`src/rtl/encoder_pkg.sv`:
```
// Shared widths, index constants and helpers for the 4-to-2 priority encoder.
// Optional multi-hot detection is enabled with ENCODER_MULTIHOT_DETECT_EN.
package encoder_pkg;

    localparam int unsigned IN_W  = 4;
    localparam int unsigned OUT_W = 2;

    localparam logic [OUT_W-1:0] IDX0 = 2'd0;
    localparam logic [OUT_W-1:0] IDX1 = 2'd1;
    localparam logic [OUT_W-1:0] IDX2 = 2'd2;
    localparam logic [OUT_W-1:0] IDX3 = 2'd3;

    // True when two or more request bits are set.
    function automatic logic is_multi_hot(logic [IN_W-1:0] v);
        return (v & (v - 1'b1)) != '0;
    endfunction

endpackage

```
`src/rtl/encoder_4to2_core.sv`:
```
// Combinational priority-encode of the request vector into index, valid and
// (with ENCODER_MULTIHOT_DETECT_EN) a multi-hot flag.
module encoder_4to2_core
    import encoder_pkg::*;
#(
    parameter bit PRIORITY_MSB = 1'b1
) (
    input  logic [IN_W-1:0]  in,
    output logic [OUT_W-1:0] next_out,
`ifdef ENCODER_MULTIHOT_DETECT_EN
    output logic             next_multi,
`endif
    output logic             next_valid
);

    always_comb begin
        next_out = IDX0;
        if (PRIORITY_MSB) begin
            if (in[3])      next_out = IDX3;
            else if (in[2]) next_out = IDX2;
            else if (in[1]) next_out = IDX1;
            else            next_out = IDX0;
        end else begin
            if (in[0])      next_out = IDX0;
            else if (in[1]) next_out = IDX1;
            else if (in[2]) next_out = IDX2;
            else if (in[3]) next_out = IDX3;
            else            next_out = IDX0;
        end
    end

    assign next_valid = |in;

`ifdef ENCODER_MULTIHOT_DETECT_EN
    assign next_multi = is_multi_hot(in);
`endif

endmodule

```
`src/rtl/encoder_4to2.sv`:
```
// Registered 4-to-2 priority encoder with sample enable and async reset.
// Define ENCODER_MULTIHOT_DETECT_EN to add multi_hot / multi_hot_sticky outputs.
module encoder_4to2
    import encoder_pkg::*;
#(
    parameter bit PRIORITY_MSB = 1'b1
) (
    input  logic             clk,
    input  logic             rst,
    input  logic             en,
    input  logic [IN_W-1:0]  in,
    output logic [OUT_W-1:0] out,
`ifdef ENCODER_MULTIHOT_DETECT_EN
    output logic             multi_hot,
    output logic             multi_hot_sticky,
`endif
    output logic             valid
);

    logic [OUT_W-1:0] next_out;
    logic             next_valid;
`ifdef ENCODER_MULTIHOT_DETECT_EN
    logic             next_multi;
`endif

    encoder_4to2_core #(
        .PRIORITY_MSB(PRIORITY_MSB)
    ) u_core (
        .in        (in),
        .next_out  (next_out),
`ifdef ENCODER_MULTIHOT_DETECT_EN
        .next_multi(next_multi),
`endif
        .next_valid(next_valid)
    );

    always_ff @(posedge clk or posedge rst) begin
        if (rst) begin
            out   <= IDX0;
            valid <= 1'b0;
        end else if (en) begin
            out   <= next_out;
            valid <= next_valid;
        end
    end

`ifdef ENCODER_MULTIHOT_DETECT_EN
    // Sticky flag only sets on sampled inputs; only reset clears it.
    always_ff @(posedge clk or posedge rst) begin
        if (rst) begin
            multi_hot        <= 1'b0;
            multi_hot_sticky <= 1'b0;
        end else if (en) begin
            multi_hot <= next_multi;
            if (next_multi) multi_hot_sticky <= 1'b1;
        end
    end
`endif

endmodule

```
`config.mk`:
```
export PLATFORM = sky130hd
export DESIGN_NAME = encoder_4to2
export DESIGN_NICKNAME = d
export VERILOG_FILES = /design/src/rtl/encoder_pkg.sv /design/src/rtl/encoder_4to2_core.sv /design/src/rtl/encoder_4to2.sv
export SDC_FILE = /design/constraint.sdc
export NUM_CORES = 1
export LEC_CHECK = 0
export BUFFER_PORTS_ARGS = -buffer_cell sky130_fd_sc_hd__buf_2
export CELL_PAD_IN_SITES_DETAIL_PLACEMENT = 1
export CELL_PAD_IN_SITES_GLOBAL_PLACEMENT = 2
export CORE_AREA = 4 4 41 43
export CTS_CLUSTER_DIAMETER = 60
export DETAILED_ROUTE_END_ITERATION = 16
export DIE_AREA = 0 0 45 47
export PLACE_DENSITY = 0.5
export SLEW_MARGIN = 10
export SYNTH_ARGS = -nofsm -noshare
export SYNTH_HDL_FRONTEND = slang
export SYNTH_HIERARCHICAL = 1
export SYNTH_SLANG_ARGS = --single-unit
```
`constraint.sdc`:
```
create_clock -name clk -period 1.2 [get_ports clk]
set_input_delay 0.18 -clock clk [delete_from_list [all_inputs] [get_ports clk]]
set_output_delay 0.18 -clock clk [all_outputs]
set_load 0.02 [all_outputs]
```
==> summary.txt, run 1 <==
Detailed routing
  • TritonRoute pass-1 iters: 1
  • DR vias/cell: 3.268
  • WL final: about 400 µm
  • Drc violations: 0
  • Vias: 134
  • Drt wl/cell: 9.976 µm
  • DR iter-0 viols: 0
  • Post-DRT Antenna Nets: 0

Logic synthesis
  • Syn Std Cell Area: approximately 140 µm²
  • YS warnings: 6
  • Synth top area share: 0.5505
  • Average size of a mapped cell: between 10 and 15 µm²
  • Sequential share of the synthesized area: 0.5505
  • Synth Instances: 11
  • Synth cell types: 6
  • Synthesized Nets: 18
  • Synth top area cells: dfrtp_1, mux2_2, a21o_1, inv_1, or2_1
  • Synth area leader: dfrtp_1
  • FF+latch count, synth: 3

Global route
  • Initial antenna violation count: 0
  • Global-route wire length before repair: ~660 µm
  • Largest net degree at the start of global routing: 4
  • Vias in the first global route: 167
  • Tot GR Track Use: 0.05142
  • Grt ovf: 0

Pwr
  • Leak pwr: between 0.1 and 0.15 nW
  • Pwr/cell area: 1396 mW/mm²
  • Max VDD drop: 0.0003841 V

STA
  • Crit path time final: 1.012 ns
  • Slew Limit Fails: 0
  • Fin Clk Skew: 0 ns
  • RSZ-0062 raised after global routing: false
  • Final setup TNS: 0 ns
  • Slew HR: 0.9286
  • Final setup vio count: 0
  • Final hold vios: 0
  • Fmax: 0.9883 GHz
  • Fin crit share: 0.8432
  • Worst slew pin tran: 0.1070 ns
  • Slack of the critical path: 0.1882 ns

Min path
  • Hold Path Stages: 2
  • Worst hold start: en
  • Hold Path Sink: out[0]$_DFFE_PP0P_
  • Worst Hold Class: input pin to flip-flop

Cells and area
  • Cell Count, Final, Fillers Out: 41
  • Nets: 34
  • Syn-to-layout area delta: 78.90%
  • Antenna cells: 0
  • Fin util: 0.1875
  • Share of layout cells above drive strength 1: 0.6154

Placed design
  • Gpl congestion: 0.6401
  • Dpl cells: 36
  • # port buffers: 9
  • Placement Setup Slack: -0.06246 ns

Job
  • Max Cap Violations: 0

Floorplan
  • Num ports: 10
  • Initial Util: 0.1048
  • Die X: 45 µm
  • Core Area: between 0.001 and 0.0015 mm²
  • Die Ht: 47 µm
  • Rows: 13
  • Full die area: 0.002115 mm²

Clock network
  • Hold-fix buffers, CTS: 1
  • CTS buffer count: 3
  • CTS H-Tree Depth: 1
  • # clock sinks: 3
  • CTS tree: yes
  • Register clock-pin slew on the reported worst setup and hold paths: 0.04 ns
  • Clk root buf: clkbuf_4
  • Clock tree buffer depth: 2
  • Postcts setup bufs: 0
  • Clock Latency Late Sink: 0.23 ns
  • PostCTS Resize Cnt: 0

Critical path
  • R2r endpoint: valid$_DFFE_PP0P_
  • Crit path max fanout: 2
  • RR Startpoint: valid$_DFFE_PP0P_
  • CP Cell Sequence: buf_2 -> or2_1 -> or3_1 -> mux2_2
  • Critical Path Start Type: input pin
  • Reg2Reg Depth: 1
  • Data required, critical path: 1.31 ns
  • WP data arrival: 1.12 ns
  • CP max stage delay: 0.33 ns
  • Worst setup EP type: flip-flop
  • Crit Path Category: input pin to flip-flop
  • Slowest CP cell: or3_1
  • Reg2reg setup slack: 0.45 ns

Run status
  • Status: finished clean
==> through the flow <==
stage                     hold WS (ns)  area (µm²)  power (mW)
after floorplan               -0.06636       136.4      0.1395
after global placement         0.04552       207.7      0.1639
after detailed placement       0.04798       207.7      0.1658
after CTS                       0.2423       244.0      0.3552
after global routing            0.2557       244.0      0.3607
final                           0.2484       244.0      0.3406
==> Yosys cell counts <==
library cell and instances:
dfrtp_1 3, mux2_2 3, inv_1 2, a21o_1 1, or2_1 1, or3_1 1
==> critical path, delay by kind of cell <==
kind | cells | cell delay, ns
and+or+nand+nor | 2 | 0.56
buffers and inverters | 1 | 0.10
muxes | 1 | 0.28
==> sequential cells by signal (all words and copies together) (netlist names) <==
register  count
out           2
valid         1
==> layer usage <==
layer  part of all wire  vias up  global-route usage
li1                   -       65                   -
met1               0.40       60             0.05251
met2               0.47        9             0.06780
met3               0.12        0             0.01149
met4                  0        0             0.08772
met5                  0        -                   0
==> worst max path at each step <==
| stage | from | to | slack, ns | depth (start not counted) |
|---|---|---|---|---|
| finish | in[3] | valid$_DFFE_PP0P_ | 0.19 | 4 |
| global route | in[3] | valid$_DFFE_PP0P_ | 0.14 | 4 |
| CTS | in[3] | valid$_DFFE_PP0P_ | 0.18 | 4 |
| detailed placement | in[3] | valid$_DFFE_PP0P_ | -0.06 | 4 |
| global placement | in[3] | valid$_DFFE_PP0P_ | -0.02 | 4 |
| floorplan | in[3] | valid$_DFFE_PP0P_ | 0.14 | 3 |
==> cell families (layout without fill, tap and decap cells) <==
kind of cell / Yosys count / in the layout / share of synthesized area
mux: 3 / 3 / 0.2477
flops: 3 / 3 / 0.5504
simple gates: 2 / 2 / 0.09180
buf+inv: 2 / 17 / 0.05507
compound gates: 1 / 1 / 0.05507
==> layout make-up <==
class / count / area [µm²]
Multi-Input combinational cell: 6 / 53.80
Fill cell: 155 / 1057
Sequential cell: 3 / 75.07
Inverter: 2 / 7.507
Timing Repair Buffer: 11 / 62.56
Clock buffer: 4 / 26.28
Tap cell: 15 / 18.77
==> where the power goes <==
part | internal [mW] | switching [mW] | total (mW)
combinational | 0.0267 | 0.0254 | 0.0521
clock | 0.124 | 0.0504 | 0.175
sequential | 0.110 | 0.00380 | 0.114
total | 0.261 | 0.0796 | 0.341
==> cells in the final DEF (no fill, tap or decap) <==
cell type,n
a21o_1,1
buf_2,9
buf_4,1
clkbuf_1,1
clkbuf_4,3
dfrtp_1,3
dlygate4sd3_1,1
inv_1,2
mux2_2,3
or2_1,1
or3_1,1
No activity file was read; power rests on OpenSTA's default activity.
==> run 2, diff against run 1 <==
ABC_AREA = 1   (was default)
PLACE_DENSITY = 0.58   (was 0.5)
clock period = 1 ns   (was 1.2 ns; I/O delays follow)
==> summary.txt, run 2 <==
Detailed routing
  • DR vias/cell: 3.196 (-2.2%)
  • Vias: 163 (+22%)
  • Drt wl/cell: 7.725 µm (-23%)
  • Post-DRT Antenna Nets: 0 (unchanged)
  • Drc violations: 0 (unchanged)
  • DR iter-0 viols: 1 (+1)
  • TritonRoute pass-1 iters: 2 (+1)
  • WL final: 394 µm (-3.7%)

Critical path
  • Worst setup EP type: output pin
  • Critical Path Start Type: flip-flop
  • CP max stage delay: 0.38 ns (+0.05 ns)
  • Data required, critical path: 0.85 ns (-0.46 ns)
  • Slowest CP cell: dfrtp_1
  • Crit path max-delay family: flip-flops
  • WP buf/inv: 1 (unchanged)
  • Crit Path Category: flip-flop to output pin
  • WP data arrival: 0.77 ns (-0.35 ns)
  • Crit path max fanout: 2 (unchanged)
  • CP Cell Sequence: buf_2

Logic synthesis
  • FF+latch count, synth: 3 (unchanged)
  • YS warnings: 6 (unchanged)
  • Ys async rst share: 1.000 (unchanged)
  • Post-synth EDFFs: 0 (unchanged)
  • Average size of a mapped cell: 6.768 µm² (-45%)
  • Post-synthesis adder-cell area fraction: 0 (unchanged)
  • Post-Synth XOR/XNOR Area: 0 (unchanged)
  • Synth Instances: 22 (+11)
  • Simple-gate area share of the yosys netlist: 0.3697 (+0.2780)
  • Multiplexer area fraction after synthesis: 0 (-0.2477)
  • Syn Std Cell Area: 148.9 µm² (+9.2%)
  • Most frequent cell after synthesis: nand2_1
  • Synthesized Nets: 29 (+11)
  • Synth top area cells: dfrtp_1, nand2_1, inv_1, nor2_2, inv_2
  • Synth cell types: 6 (unchanged)
  • Sequential share of the synthesized area: 0.5042 (-0.04626)
  • Post-synth top cells: nand2_1, inv_1, dfrtp_1
  • Post-synth top flop: dfrtp_1
  • Largest family of logic cells by synthesized area: simple AND/OR/NAND/NOR gates
  • Synth area leader: dfrtp_1
  • Synth Area in Compound Gates: 0 (-0.05505)
  • Synth top area share: 0.5042 (-0.04626)

Clock network
  • Clock Latency Late Sink: 0.23 ns (about the same)
  • PostCTS Resize Cnt: 0 (unchanged)
  • CTS H-Tree Depth: 1 (unchanged)
  • # clock sinks: 3 (unchanged)
  • Clock tree buffer depth: 2 (unchanged)
  • Register clock-pin slew on the reported worst setup and hold paths: 0.04 ns (about the same)
  • CTS buffer count: 3 (unchanged)
  • CTS tree: yes
  • Clk root buf: clkbuf_4

Placed design
  • # port buffers: 9 (unchanged)
  • Post-DP Area: 212.7 µm² (+2.4%)
  • Gpl congestion: 0.5956 (-7.0%)
  • DP Wirelength: 336.6 µm
  • Dpl cells: 46 (+28%)

STA
  • Slew HR: 0.9203 (-0.008274)
  • Fin Clk Skew: 0 ns (unchanged)
  • Final setup vio count: 0 (unchanged)
  • Final hold vios: 0 (unchanged)
  • Fmax: ~1.1 GHz
  • Final setup TNS: 0 ns (unchanged)
  • Slew Limit Fails: 0 (unchanged)
  • RSZ-0062 raised after global routing: false
  • Worst hold slack: 0.1725 ns (-0.07584 ns)
  • Worst slew pin tran: 0.1193 ns (+0.01240 ns)
  • Fin crit share: 0.9200
  • Crit path time final: 0.9200 ns

Floorplan
  • Rows: 13 (unchanged)
  • Num ports: 10 (unchanged)
  • Full die area: 0.002115 mm² (unchanged)
  • Core Area: 0.001301 mm² (unchanged)
  • Initial Util: 0.1144 (+0.009615)
  • Die X: 45 µm (unchanged)
  • Die Ht: 47 µm (unchanged)

Cells and area
  • Most frequent cells in the layout: nand2_1, buf_2, inv_1
  • Commonest non-fill, non-tap cell in the layout: nand2_1
  • Design area: 249.0 µm² (+2.1%)
  • Fillers: 182 (+17%)
  • Share of layout cells above drive strength 1: 0.3889 (-0.2265)
  • Max FFs per register: 2 (unchanged)
  • Syn-to-layout area delta: 67.23%
  • Nets: 44 (+29%)
  • Antenna cells: 0 (unchanged)
  • Biggest registers after layout: out x2, valid x1
  • Most flop-heavy register: out
  • Cell Count, Final, Fillers Out: 51 (+24%)

Global route
  • Grt ovf: 0 (unchanged)
  • Tot GR Track Use: 0.05142 (unchanged)
  • Largest net degree at the start of global routing: 5 (+1)
  • Initial antenna violation count: 0 (unchanged)
  • Global-route wire length before repair: 676 µm (+3.2%)
  • Vias in the first global route: 178 (+6.6%)

Pwr
  • Leak pwr: 0.1484 nW (+29%)
  • Max VDD drop: 0.0002515 V (-35%)
  • Pwr/cell area: 1672 mW/mm² (+20%)

Job
  • Max Cap Violations: 0 (unchanged)

Run status
  • Status: finished clean

Min path
  • Worst Hold Class: input pin to flip-flop
run 2: routing by layer:
| metal | track usage | wire length, µm |
|---|---|---|
| met1 | 0.05023 | 179 |
| met5 | 0 | 0 |
| met2 | 0.06215 | 153 |
| met4 | 0.08772 | 4 |
| met3 | 0.02299 | 57 |
run 2: final cells by class:
cell class	count	area (µm²)	area share
Clock buffer	4	26.28	0.1055
Inverter	5	18.77	0.07538
Multi-Input combinational cell	14	55.05	0.2211
Sequential cell	3	75.07	0.3015
Tap cell	15	18.77	0.07538
Timing Repair Buffer	10	55.05	0.2211
run 2: what timing repair did:
item | in CTS | in global routing
hold buffers | 1 | 0
buffers inserted | 0 | 0
endpoints found under the hold margin | 3 | 0
run 2: metrics by stage:
stage	worst slack, ns	util	total power [mW]
floorplan	0.3240	-	0.1750
global placement	0.3408	0.1635	0.2041
detailed placement	0.3270	0.1635	0.2066
CTS	0.07068	0.1913	0.4320
global route	0.05338	0.1913	0.4453
finish	0.08003	0.1913	0.4163
run 2: path summary, 6_finish.rpt:
| check | startpoint | endpoint | slack, ns | cells after the start |
|---|---|---|---|---|
| max in group asynchronous | rst | out[0]$_DFFE_PP0P_ | 0.54 | 3 |
| worst min register to register | valid$_DFFE_PP0P_ | valid$_DFFE_PP0P_ | 0.47 | 2 |
| worst min-delay path | en | out[1]$_DFFE_PP0P_ | 0.17 | 3 |
| worst max register to register | out[1]$_DFFE_PP0P_ | out[1]$_DFFE_PP0P_ | 0.40 | 2 |
| min in group asynchronous | rst | out[1]$_DFFE_PP0P_ | 0.33 | 3 |
| worst max-delay path | out[1]$_DFFE_PP0P_ | out[1] | 0.08 | 1 |
run 2: logic make-up after synthesis:
group / count (synthesis)
buf+inv: 5
flops: 3
simple gates: 14
run 2: report_power, final:
part	total [mW]	switching, mW	internal, mW	leakage [nW]
clock	0.210	0.0606	0.149	0.0150
sequential	0.139	0.00582	0.133	0.0342
combinational	0.0674	0.0397	0.0276	0.0993
total	0.416	0.106	0.310	0.148
